### src/rtl/pipe_hazard_ctrl_pkg.sv
// Shared types and constants for the pipeline hazard controller:
// scoreboard stage entry, forward-select encoding and select-width helper.
package pipe_hazard_ctrl_pkg;

    localparam int unsigned RDY_W      = 4;
    localparam int unsigned FWD_SEL_RF = 0;

    typedef struct packed {
        logic             valid;
        logic [4:0]       wa;
        logic             wen;
        logic [RDY_W-1:0] rdy;
    } stage_entry_t;

    function automatic int unsigned sel_width(input int unsigned fwd_stages);
        return $clog2(fwd_stages + 1);
    endfunction

endpackage

### src/rtl/pipe_hazard_ctrl_if.sv
// ID/EX side bundle of the hazard controller: decode inputs, forwarding data
// and the stall/forward results. slave = controller, master = pipeline.
interface pipe_hazard_ctrl_if #(
    parameter int unsigned XLEN       = 32,
    parameter int unsigned NUM_SRC    = 2,
    parameter int unsigned FWD_STAGES = 2,
    parameter int unsigned CNT_W      = 32
);
    localparam int unsigned SEL_W = pipe_hazard_ctrl_pkg::sel_width(FWD_STAGES);

    logic                       id_valid;
    logic [NUM_SRC*5-1:0]       id_rs;
    logic [NUM_SRC-1:0]         id_rs_used;
    logic [4:0]                 id_wa;
    logic                       id_wen;
    logic                       id_is_load;
    logic                       flush;
    logic [NUM_SRC*XLEN-1:0]    ex_rf_data;
    logic [FWD_STAGES*XLEN-1:0] stage_data;
    logic                       stall;
    logic                       ex_bubble;
    logic [NUM_SRC*SEL_W-1:0]   fwd_sel;
    logic [NUM_SRC*XLEN-1:0]    ex_operand;
    logic [CNT_W-1:0]           stall_count;

    modport master (
        output id_valid, id_rs, id_rs_used, id_wa, id_wen, id_is_load,
               flush, ex_rf_data, stage_data,
        input  stall, ex_bubble, fwd_sel, ex_operand, stall_count
    );

    modport slave (
        input  id_valid, id_rs, id_rs_used, id_wa, id_wen, id_is_load,
               flush, ex_rf_data, stage_data,
        output stall, ex_bubble, fwd_sel, ex_operand, stall_count
    );

endinterface

### src/rtl/pipe_hazard_ctrl_hazard_match.sv
// Priority match of one source register against the stage scoreboard;
// reports the youngest (lowest-index) matching writer and its ready stage.
module hazard_match
    import pipe_hazard_ctrl_pkg::*;
#(
    parameter int unsigned FWD_STAGES = 2,
    parameter int unsigned FIRST      = 0,
    parameter int unsigned SEL_W      = 2
) (
    input  stage_entry_t     stg [FWD_STAGES+1],
    input  logic [4:0]       src,
    input  logic             used,
    output logic             hit,
    output logic [SEL_W-1:0] idx,
    output logic [RDY_W-1:0] rdy
);

    always_comb begin
        hit = 1'b0;
        idx = '0;
        rdy = '0;
        for (int unsigned k = FIRST; k <= FWD_STAGES; k++) begin
            if (!hit && used && stg[k].valid && stg[k].wen &&
                stg[k].wa != 5'd0 && stg[k].wa == src) begin
                hit = 1'b1;
                idx = SEL_W'(k);
                rdy = stg[k].rdy;
            end
        end
    end

endmodule

### src/rtl/pipe_hazard_ctrl.sv
// Load-use stall and operand forwarding control for an in-order pipeline with
// FWD_STAGES post-EX stages; tracks in-flight writers in a shifting scoreboard.
module pipe_hazard_ctrl
    import pipe_hazard_ctrl_pkg::*;
#(
    parameter int unsigned XLEN       = 32,
    parameter int unsigned NUM_SRC    = 2,
    parameter int unsigned FWD_STAGES = 2,
    parameter int unsigned LOAD_LAT   = 1,
    parameter int unsigned CNT_W      = 32
) (
    input logic              clk,
    input logic              rst,
    pipe_hazard_ctrl_if.slave bus
);

    localparam int unsigned SEL_W = sel_width(FWD_STAGES);

    stage_entry_t             stg [FWD_STAGES+1];
    stage_entry_t             id_entry;
    logic [NUM_SRC*5-1:0]     ex_rs;
    logic [NUM_SRC-1:0]       ex_rs_used;
    logic [NUM_SRC-1:0]       id_hit, ex_hit, src_stall;
    logic [SEL_W-1:0]         id_idx [NUM_SRC];
    logic [SEL_W-1:0]         ex_idx [NUM_SRC];
    logic [RDY_W-1:0]         id_rdy [NUM_SRC];
    logic [RDY_W-1:0]         ex_rdy [NUM_SRC];
    logic                     stall, issue;
    logic [CNT_W-1:0]         stall_count;
    logic [NUM_SRC*SEL_W-1:0] fwd_sel;
    logic [NUM_SRC*XLEN-1:0]  ex_operand;

    // ID sources check S0..SD for stalls; EX sources forward from S1..SD only.
    for (genvar gi = 0; gi < NUM_SRC; gi++) begin : g_src
        hazard_match #(.FWD_STAGES(FWD_STAGES), .FIRST(0), .SEL_W(SEL_W)) u_id_match (
            .stg (stg),
            .src (bus.id_rs[gi*5 +: 5]),
            .used(bus.id_rs_used[gi]),
            .hit (id_hit[gi]),
            .idx (id_idx[gi]),
            .rdy (id_rdy[gi])
        );
        hazard_match #(.FWD_STAGES(FWD_STAGES), .FIRST(1), .SEL_W(SEL_W)) u_ex_match (
            .stg (stg),
            .src (ex_rs[gi*5 +: 5]),
            .used(ex_rs_used[gi]),
            .hit (ex_hit[gi]),
            .idx (ex_idx[gi]),
            .rdy (ex_rdy[gi])
        );
        assign src_stall[gi] = id_hit[gi] && (32'(id_idx[gi]) + 32'd1 < 32'(id_rdy[gi]));
    end

    always_comb begin
        id_entry       = '0;
        id_entry.valid = 1'b1;
        id_entry.wa    = bus.id_wa;
        id_entry.wen   = bus.id_wen;
        id_entry.rdy   = bus.id_is_load ? RDY_W'(1 + LOAD_LAT) : RDY_W'(1);
    end

    assign stall = bus.id_valid && (|src_stall) && !bus.flush;
    assign issue = bus.id_valid && !stall && !bus.flush;

    always_ff @(posedge clk or negedge rst) begin
        if (!rst) begin
            for (int unsigned k = 0; k <= FWD_STAGES; k++) stg[k] <= '0;
            ex_rs       <= '0;
            ex_rs_used  <= '0;
            stall_count <= '0;
        end else begin
            stg[0] <= issue ? id_entry : '0;
            for (int unsigned k = 1; k <= FWD_STAGES; k++) stg[k] <= stg[k-1];
            if (issue) ex_rs <= bus.id_rs;
            ex_rs_used <= issue ? bus.id_rs_used : '0;
            if (stall && stall_count != '1) stall_count <= stall_count + 1'b1;
        end
    end

    always_comb begin
        fwd_sel    = '0;
        ex_operand = bus.ex_rf_data;
        for (int unsigned i = 0; i < NUM_SRC; i++) begin
            if (ex_hit[i]) fwd_sel[i*SEL_W +: SEL_W] = ex_idx[i];
            for (int unsigned k = 1; k <= FWD_STAGES; k++) begin
                if (ex_hit[i] && ex_idx[i] == SEL_W'(k))
                    ex_operand[i*XLEN +: XLEN] = bus.stage_data[(k-1)*XLEN +: XLEN];
            end
        end
    end

    // The stall rule must keep forwarding away from stages whose data is not ready yet.
    always_ff @(posedge clk) begin
        if (rst) begin
            for (int unsigned i = 0; i < NUM_SRC; i++)
                assert (!ex_hit[i] || 32'(ex_idx[i]) >= 32'(ex_rdy[i]));
        end
    end

    assign bus.stall       = stall;
    assign bus.ex_bubble   = !stg[0].valid;
    assign bus.fwd_sel     = fwd_sel;
    assign bus.ex_operand  = ex_operand;
    assign bus.stall_count = stall_count;

endmodule

### src/flat_wrapper.sv
// flat-port wrapper written by rule: the top's interface ports become plain ports
module pipe_hazard_ctrl_flat import pipe_hazard_ctrl_pkg::*;
#(
    parameter int unsigned XLEN       = 32,
    parameter int unsigned NUM_SRC    = 2,
    parameter int unsigned FWD_STAGES = 2,
    parameter int unsigned LOAD_LAT   = 1,
    parameter int unsigned CNT_W      = 32
)
  (clk, rst, bus_id_valid, bus_id_rs, bus_id_rs_used, bus_id_wa, bus_id_wen, bus_id_is_load, bus_flush, bus_ex_rf_data, bus_stage_data, bus_stall, bus_ex_bubble, bus_fwd_sel, bus_ex_operand, bus_stall_count);
  pipe_hazard_ctrl_if #(.XLEN(XLEN), .NUM_SRC(NUM_SRC), .FWD_STAGES(FWD_STAGES), .CNT_W(CNT_W)) bus_i ();
  input logic clk;
  input logic rst;
  input wire logic [$bits(bus_i.id_valid)-1:0] bus_id_valid;
  input wire logic [$bits(bus_i.id_rs)-1:0] bus_id_rs;
  input wire logic [$bits(bus_i.id_rs_used)-1:0] bus_id_rs_used;
  input wire logic [$bits(bus_i.id_wa)-1:0] bus_id_wa;
  input wire logic [$bits(bus_i.id_wen)-1:0] bus_id_wen;
  input wire logic [$bits(bus_i.id_is_load)-1:0] bus_id_is_load;
  input wire logic [$bits(bus_i.flush)-1:0] bus_flush;
  input wire logic [$bits(bus_i.ex_rf_data)-1:0] bus_ex_rf_data;
  input wire logic [$bits(bus_i.stage_data)-1:0] bus_stage_data;
  output wire logic [$bits(bus_i.stall)-1:0] bus_stall;
  output wire logic [$bits(bus_i.ex_bubble)-1:0] bus_ex_bubble;
  output wire logic [$bits(bus_i.fwd_sel)-1:0] bus_fwd_sel;
  output wire logic [$bits(bus_i.ex_operand)-1:0] bus_ex_operand;
  output wire logic [$bits(bus_i.stall_count)-1:0] bus_stall_count;
  assign bus_i.id_valid = bus_id_valid;
  assign bus_i.id_rs = bus_id_rs;
  assign bus_i.id_rs_used = bus_id_rs_used;
  assign bus_i.id_wa = bus_id_wa;
  assign bus_i.id_wen = bus_id_wen;
  assign bus_i.id_is_load = bus_id_is_load;
  assign bus_i.flush = bus_flush;
  assign bus_i.ex_rf_data = bus_ex_rf_data;
  assign bus_i.stage_data = bus_stage_data;
  assign bus_stall = bus_i.stall;
  assign bus_ex_bubble = bus_i.ex_bubble;
  assign bus_fwd_sel = bus_i.fwd_sel;
  assign bus_ex_operand = bus_i.ex_operand;
  assign bus_stall_count = bus_i.stall_count;
  pipe_hazard_ctrl #(.XLEN(XLEN), .NUM_SRC(NUM_SRC), .FWD_STAGES(FWD_STAGES), .LOAD_LAT(LOAD_LAT), .CNT_W(CNT_W)) u_core (.clk(clk), .rst(rst), .bus(bus_i));
endmodule
### config.mk
export PLATFORM = sky130hd
export DESIGN_NAME = pipe_hazard_ctrl_flat
export DESIGN_NICKNAME = d
export VERILOG_FILES = /design/src/rtl/pipe_hazard_ctrl_pkg.sv /design/src/rtl/pipe_hazard_ctrl_if.sv /design/src/rtl/pipe_hazard_ctrl_hazard_match.sv /design/src/rtl/pipe_hazard_ctrl.sv /design/src/flat_wrapper.sv
export SDC_FILE = /design/constraint.sdc
export NUM_CORES = 1
export LEC_CHECK = 0
export ABC_CLOCK_PERIOD_IN_PS = 6100
export BUFFER_PORTS_ARGS = -buffer_cell sky130_fd_sc_hd__buf_4
export CAP_MARGIN = 20
export CORE_MARGIN = 2
export CORE_UTILIZATION = 24
export DETAILED_ROUTE_END_ITERATION = 10
export SYNTH_ARGS = -nofsm -noshare
export SYNTH_HDL_FRONTEND = slang
export SYNTH_HIERARCHICAL = 1
export SYNTH_SLANG_ARGS = --single-unit
### constraint.sdc
create_clock -name clk -period 6.1 [get_ports clk]
set_input_delay 1.22 -clock clk [delete_from_list [all_inputs] [get_ports clk]]
set_output_delay 1.22 -clock clk [all_outputs]
set_load 0.005 [all_outputs]
**After elaboration in Yosys (flattened, before gate mapping)**

Cells that the tools add are included.

- Register bits: 77
- Bits in latches: 0
- Memory bits (writable): 0
- Bits in read-only memories: 0
- Input port bits: 151
- Word-level logic and storage cells: 138
- Memories: 0

- Add/sub/neg operators: 3
- Multipliers: 0
- Div/mod/pow operators: 0
- Magnitude comparators: 2
- Eq/ne operators: 15
- Shift operators: 0
- Muxes and demuxes: 33
- Bitwise gates (word level): 0
- Reduce and logical (&&, ||, !) cells: 70

Operator list:

| kind | count |
|---|---|
| 2-to-1 mux 32 bit | 4 |
| less-than comparator 32 x 4 -> 1 bit | 2 |
| logical AND 1 bit | 57 |
| == test 5 bit | 10 |
| adder 32 x 1 -> 32 bit, second input constant | 1 |
| != test 32 bit, second input constant | 1 |
| 2-to-1 mux 4 bit | 6 |
| 2-to-1 mux 2 bit | 8 |
| nonzero test 5 bit | 3 |
| 2-to-1 mux 1 bit | 14 |
| 2-to-1 mux 11 bit | 1 |
| logical NOT 1 bit | 9 |
| adder 2 x 1 -> 3 bit, second input constant | 2 |
| == test 2 x 1 -> 1 bit, second input constant | 2 |
| == test 2 bit, second input constant | 2 |
| OR reduction 2 bit | 1 |

**Depth between registers and ports, before layout**

Gate-level depths: netlist of run 1.

- Depth in word-level cells: 29
- Depth in mapped cells: 14
- Gate-level depth less buffers: 12

**By module**

Netlist of run 1, hierarchy kept.

Modules (own cells, without submodules):

| module | instances | cells each | area an instance (um^2) |
|---|---|---|---|
| pipe_hazard_ctrl | 1 | 465 | 4426.7 |
| hazard_match at u_core.g_src[0].u_id_match ... | 2 | 50 | 349.1 |
| hazard_match at u_core.g_src[0].u_ex_match ... | 2 | 32 | 269.0 |

**Least setup slack after synthesis of run 1**

Ideal clock, no wire load.

- Path type: in2out
- From: input port bus_id_rs[6]
- To: output port bus_stall
- Arrival time: 3.682 ns
- Data required time: 4.880 ns
- Setup slack: 1.198 ns
- Stages on the path: 10
- Buffers on the path: 2
- Cells stage by stage: or4_1 o2111ai_1 buf_4 and2b_2 ha_1 ha_1 nor2_1 o311ai_2 a21oi_2 buf_2

RTL lines:

| item | line | text |
|---|---|---|
| start: declaration | flat_wrapper.sv:15 | `input wire logic [$bits(bus_i.id_rs)-1:0] bus_id_rs;` |
| end: declaration | flat_wrapper.sv:23 | `output wire logic [$bits(bus_i.stall)-1:0] bus_stall;` |

==> summary.md, run 1 <==
| Metric | Value |
|---|---|
| Vias per cell | `roughly 4.7` |
| Min cycle time layout | `~5.4 ns` |
| Clock root buffer | `clkbuf_16` |
| Final Core Density | `35.48%` |
| GRT Max-Usage Layer | `met2` |
| CTS hold repair buffers | `0` |
| Max-Slew Margin vs Limit | `38.47%` |
| Combinational share of power | `17.5%` |
| Setup Viol. Count Final | `0` |
| Global-route wire length before repair | `29700 um` |
| Layout cells sized above 1 | `between 30% and 40%` |
| Reg2reg end | `u_core/ex_rs[9]$_DFFE_PN0P_` |
| Synth Cell Area | `5498 um^2` |
| Leakage | `around 4.0 nW` |
| Fmax | `~190 MHz` |
| Max IR drop VDD | `133.6 uV` |
| Post-CTS setup repair buffer count | `0` |
| Die Span Y | `155.4 um` |
| Drt total wl | `19790 um` |
| Status | `complete, no violations` |
| Top Ports | `253` |
| Initial Util | `24.36%` |
| Reg2reg setup slack | `around 1.8 ns` |
| # DRC | `0` |
| Min-Delay Startpoint | `u_core/stg[12]$_DFF_PN0_` |
| Die area | `about 24000 um^2` |
| Largest net degree at the start of global routing | `72` |
| Grt met1 use | `between 10% and 20%` |
| Part of the power in the clock network | `42.0%` |
| Port Buffers | `around 250` |
| Post-route ant nets | `0` |
| Pwr Density | `159.5 nW/um^2` |
| H-tree depth | `3` |
| Drt pass-1 iters | `4` |
| Setup crit start kind | `input pin` |
| Met2 Use GR | `29.92%` |
| Bufs on Longest Clock Path | `2` |
| Hold Vio Cnt, Final | `0` |
| Crit Path Category | `in -> out` |
| Design Power | `1.277 mW` |
| Number of global-route vias before repair | `about 5300` |
| FF-to-FF path depth | `11` |
| Sw Share | `24.61%` |
| Layout Nets | `1016` |
| Initial antenna violation count | `4` |
| Reg2reg start | `u_core/stg[18]$_DFF_PN0_` |
| Num CTS Buffers | `9` |
| Worst setup EP type | `output pin` |
| Via count | `between 5000 and 6000` |
| Final Slew Violations | `0` |
| Fin crit share | `87.92%` |
| Placer Congestion | `between 0.7 and 0.8` |
| CP Data Required Time | `about 4.9 ns` |
| Power Internal | `about 0.96 mW` |
| Hold Path Stages | `0` |
| Hold/Removal Path Class | `reg -> reg` |
| WL/cell | `~17 um` |
| Cell Rows | `55` |
| CTS tree | `yes` |
| Skew-Pair Late Insertion Delay | `about 0.33 ns` |
| Avg Inst Size Synth | `8.998 um^2` |
| Synth warn | `6` |
| Setup TNS | `0 ns` |
| Initial DRC count | `between 200 and 300` |
| Clock skew | `0.008517 ns` |
| Clock tree sinks | `71` |
| Core area | `22570 um^2` |
| Met3 Track Usage GR | `4.958%` |
| Post-cts resize count | `0` |
| Worst slew pin tran | `0.9211 ns` |
| Dpl hpwl | `15680 um` |
| GRT overflow | `0` |
| Flop pwr share | `40.5%` |
| Dpl cell area | `just under 8000 um^2` |
| Area growth from synthesis to final layout | `45.68%` |
| Die extent in x | `~160 um` |
| Clock-pin slew on the worst setup and hold paths | `~0.060 ns` |
| Cell area after layout | `8009 um^2` |
| Max FO, Critical Path | `11` |
| Max-cap violations | `0` |
| GRT Util Overall | `15.74%` |
| RSZ-0062 raised after global routing | `false` |
| Psw | `0.3144 mW` |
| Fillcell total | `2338` |
| Mapped Cells | `611` |
| Worst path arrival time | `4.14 ns` |
| Hold path endpoint | `u_core/stg[1]$_DFF_PN0_` |
per-layer routing:
metal | vias up | wire length [um] | share of wire [%]
li1 | 2653 | - | -
met1 | 2541 | 7397 | 37
met2 | 188 | 10470 | 53
met3 | 21 | 1618 | 8.2
met4 | 4 | 281 | 1.4
met5 | - | 27 | 0.14
flip-flops by register name, summed over array words and instances (netlist names):
register,flops
u_core/bus.stall_count,32
u_core/ex_rs,10
u_core/ex_rs_used,2
u_core/stg,27
per-stage QoR:
step	setup slack, ns	hold WS (ns)	cells
finish	0.7367	0.4021	1150
global route	0.5574	0.4204	1150
CTS	0.7033	0.4099	1148
detailed placement	0.7221	0.3894	1132
global placement	0.7974	0.3926	1131
floorplan	1.198	0.3738	622
power by group through the flow:
| stage | clock network, mW | registers, mW | logic, mW |
|---|---|---|---|
| finish | 0.537 | 0.518 | 0.223 |
| detailed placement | 0 | 0.527 | 0.225 |
| floorplan | 0 | 0.516 | 0.0837 |
| global route | 0.576 | 0.521 | 0.245 |
| global placement | 0 | 0.526 | 0.221 |
| CTS | 0.554 | 0.518 | 0.226 |
worst max-delay path, cell delays in order:
cell and delay, ns:
buf_4 0.14, or4_1 0.52, o2111ai_1 0.58, and2b_2 0.30, ha_1 0.29, ha_1 0.27
nor2_1 0.04, o311ai_2 0.46, a21oi_2 0.15, buf_4 0.17
worst max-delay path by stage:
stage | slack [ns] | cells past startpoint | from | endpoint
floorplan | 1.20 | 10 | bus_id_rs[6] | bus_stall
global route | 0.56 | 10 | bus_id_rs[6] | bus_stall
detailed placement | 0.72 | 10 | bus_id_rs[6] | bus_stall
CTS | 0.70 | 10 | bus_id_rs[6] | bus_stall
finish | 0.74 | 10 | bus_id_rs[6] | bus_stall
global placement | 0.80 | 10 | bus_id_rs[6] | bus_stall
cells in the final DEF (no fill, tap or decap), types with 7 or more instances in the layout:
| master | instances |
|---|---|
| dfrtp_1 | 71 |
| nand3_1 | 20 |
| and2_1 | 17 |
| mux2i_1 | 64 |
| nand3_2 | 11 |
| xnor2_1 | 58 |
| nand4_1 | 21 |
| mux2_1 | 11 |
| inv_1 | 14 |
| nor2_1 | 16 |
| clkbuf_16 | 9 |
| and3_1 | 19 |
| buf_4 | 257 |
| nand2_1 | 77 |
| xor2_1 | 20 |
| o22a_1 | 8 |
| ha_1 | 7 |
| nand2b_1 | 7 |
| nor3_1 | 7 |
| o21ai_0 | 54 |
| conb_1 | 12 |
| o21ai_1 | 18 |
layout make-up:
| class | instances | area (um^2) | share of cell area, % |
|---|---|---|---|
| sequential | 71 | 1777 | 22.18 |
| antenna | 2 | 5.005 | 0.06249 |
| clock inverter | 5 | 56.30 | 0.7030 |
| clock buffer | 11 | 252.7 | 3.156 |
| multi-input combinational | 504 | 3560 | 44.45 |
| inverter | 14 | 52.55 | 0.6561 |
| timing repair buffer | 258 | 1949 | 24.34 |
| tap | 285 | 356.6 | 4.452 |
(Power assumes the default switching activity.)
==> run 2: changes to the inputs <==
--- a/config.mk
+++ b/config.mk
@@ -5,12 +5,13 @@
 export SDC_FILE = /design/constraint.sdc
 export NUM_CORES = 1
 export LEC_CHECK = 0
-export ABC_CLOCK_PERIOD_IN_PS = 6100
+export ABC_CLOCK_PERIOD_IN_PS = 6050
 export BUFFER_PORTS_ARGS = -buffer_cell sky130_fd_sc_hd__buf_4
 export CAP_MARGIN = 20
 export CORE_MARGIN = 2
 export CORE_UTILIZATION = 24
 export DETAILED_ROUTE_END_ITERATION = 10
+export RECOVER_POWER = 50
 export SYNTH_ARGS = -nofsm -noshare
 export SYNTH_HDL_FRONTEND = slang
 export SYNTH_HIERARCHICAL = 1
==> constraint.sdc (replaced) <==
create_clock -name clk -period 6.05 [get_ports clk]
set_input_delay 1.21 -clock clk [delete_from_list [all_inputs] [get_ports clk]]
set_output_delay 1.21 -clock clk [all_outputs]
set_load 0.005 [all_outputs]
==> summary.md, run 2 (synthesized netlist as in run 1, its figures left out) <==
| Metric | Value |
|---|---|
| CTS hold repair buffers | `0 (unchanged)` |
| Post-CTS setup repair buffer count | `0 (unchanged)` |
| Largest registers | `u_core/bus.stall_count (32), u_core/stg (27), u_core/ex_rs (10)` |
| Dpl hpwl | `15680 um (about the same)` |
| Post-cts resize count | `0 (unchanged)` |
| Die area | `24130 um^2 (unchanged)` |
| Clock-pin slew on the worst setup and hold paths | `0.05 ns (about the same)` |
| CP Data Required Time | `4.84 ns (-0.04 ns)` |
| Drt total wl | `19630 um (-0.83%)` |
| Layout Nets | `1016 (unchanged)` |
| CTS tree | `yes` |
| Die Span Y | `155.4 um (unchanged)` |
| RSZ-0062 raised after global routing | `false` |
| Bufs on Longest Clock Path | `2 (unchanged)` |
| # DRC | `0 (unchanged)` |
| Cell area after layout | `7989 um^2 (-0.25%)` |
| WL/cell | `17.04 um (-1.0%)` |
| Port Buffers | `252 (unchanged)` |
| Cell Rows | `55 (unchanged)` |
| Fin crit share | `88.26%` |
| Initial antenna violation count | `5 (+1)` |
| Via count | `5392 (-0.28%)` |
| Max-cap violations | `1 (+1)` |
| Num CTS Buffers | `9 (unchanged)` |
| Leakage | `3.957 nW (-1.0%)` |
| Fillcell total | `2348 (+0.43%)` |
| Top Ports | `253 (unchanged)` |
| Max IR drop VDD | `159.8 uV (+20%)` |
| Layout cells sized above 1 | `35.34% (-0.93 points)` |
| Setup Viol. Count Final | `0 (unchanged)` |
| Global-route wire length before repair | `29780 um (+0.28%)` |
| Initial DRC count | `319 (+8.5%)` |
| Post-route ant nets | `0 (unchanged)` |
| Setup crit start kind | `input pin` |
| Largest net degree at the start of global routing | `72 (unchanged)` |
| Clock skew | `0.004624 ns (-0.003893 ns)` |
| Fmax | `187.3 MHz` |
| Hold Vio Cnt, Final | `0 (unchanged)` |
| Most frequent cells in the layout | `buf_4 (223), nand2_1 (77), dfrtp_1 (71), mux2i_1 (64), xnor2_1 (58)` |
| Biggest register | `u_core/bus.stall_count` |
| Dpl cell area | `7695 um^2 (unchanged)` |
| Failing checks | `capacitance limit, slew limit` |
| Drt pass-1 iters | `5 (+1)` |
| H-tree depth | `3 (unchanged)` |
| FF-to-FF path depth | `11 (unchanged)` |
| Number of global-route vias before repair | `5362 (+0.34%)` |
| Die extent in x | `155.4 um (unchanged)` |
| Placer Congestion | `0.7816 (about the same)` |
| Setup TNS | `0 ns (unchanged)` |
| Area growth from synthesis to final layout | `45.31%` |
| Skew-Pair Late Insertion Delay | `0.33 ns (about the same)` |
| Most common cell after layout, fill and taps aside | `buf_4` |
| Core area | `22570 um^2 (unchanged)` |
| Worst slew pin tran | `3.763 ns (+2.842 ns)` |
| Max FO, Critical Path | `11 (unchanged)` |
| Worst path arrival time | `4.13 ns (about the same)` |
| Clock tree sinks | `71 (unchanged)` |
| Pwr Density | `161.8 nW/um^2 (+1.5%)` |
| Max reg flops | `32 (unchanged)` |
| GRT overflow | `0 (unchanged)` |
| Vias per cell | `4.681 (-0.45%)` |
| Hold Path Stages | `0 (unchanged)` |
| Initial Util | `24.36% (unchanged)` |
| Clock root buffer | `clkbuf_16` |
| Worst hold margin | `0.4045 ns (+0.002394 ns)` |
| Crit Path Category | `in -> out` |
| Min cycle time layout | `5.340 ns` |
| GRT Util Overall | `15.68% (-0.061 points)` |
| Status | `complete, but fails checks` |
| Final Slew Violations | `72 (+72)` |
| Max-Slew Margin vs Limit | `-150.9% (-190 points)` |
| Worst setup EP type | `output pin` |
| Hold/Removal Path Class | `reg -> reg` |
[run 2: metal layers]
metal	global-route usage [%]	up-vias	part of all wire, %
met5	0	-	0.14
met4	5.548	4	1.9
met3	4.095	21	8.3
met2	30.05	201	53
met1	16.41	2518	36
li1	-	2648	-
[run 2: stage by stage]
stage | setup WS [ns] | instances | power (mW) | util (%)
after floorplan | 1.168 | 622 | 0.6046 | -
after global placement | 0.7681 | 1131 | 0.7538 | 34.00
after detailed placement | 0.7070 | 1132 | 0.7582 | 34.09
after CTS | 0.7108 | 1148 | 1.306 | 35.47
after global routing | 0.5294 | 1151 | 1.353 | 35.38
final | 0.7102 | 1152 | 1.293 | 35.39
[run 2: final cells by class]
type / instances / area [um^2] / share of cell area (%)
diodes: 4 / 10.01 / 0.1253
clock buffers: 13 / 270.3 / 3.383
clock inverters: 3 / 40.04 / 0.5012
inverters: 14 / 52.55 / 0.6578
multi-input cells: 504 / 3560 / 44.56
flip-flops and latches: 71 / 1777 / 22.24
well taps: 285 / 356.6 / 4.464
repair buffers: 258 / 1923 / 24.07
[run 2: power breakdown]
group | total (mW) | internal [mW] | leakage, nW | switching, mW
clock network | 0.546 | 0.351 | 0.156 | 0.194
registers | 0.523 | 0.493 | 0.953 | 0.0298
logic | 0.224 | 0.137 | 2.85 | 0.0871
[run 2: critical path, cell delays in order]
cell	delay, ns
buf_4	0.14
or4_1	0.51
o2111ai_1	0.61
and2b_2	0.30
ha_1	0.29
ha_1	0.27
nor2_1	0.05
o311ai_2	0.45
a21oi_2	0.14
buf_4	0.16
[run 2: path summary, 6_finish.rpt]
check	startpoint	endpoint	slack [ns]
setup / recovery	bus_id_rs[6]	bus_stall	0.71
hold / removal	u_core/stg[12]$_DFF_PN0_	u_core/stg[1]$_DFF_PN0_	0.40
setup reg to reg	u_core/stg[19]$_DFF_PN0_	u_core/ex_rs[9]$_DFFE_PN0P_	1.69
hold reg to reg	u_core/stg[12]$_DFF_PN0_	u_core/stg[1]$_DFF_PN0_	0.40
max in group asynchronous	rst	u_core/ex_rs[2]$_DFFE_PN0P_	1.77
min in group asynchronous	rst	u_core/bus.stall_count[1]$_DFFE_PN0P_	2.17
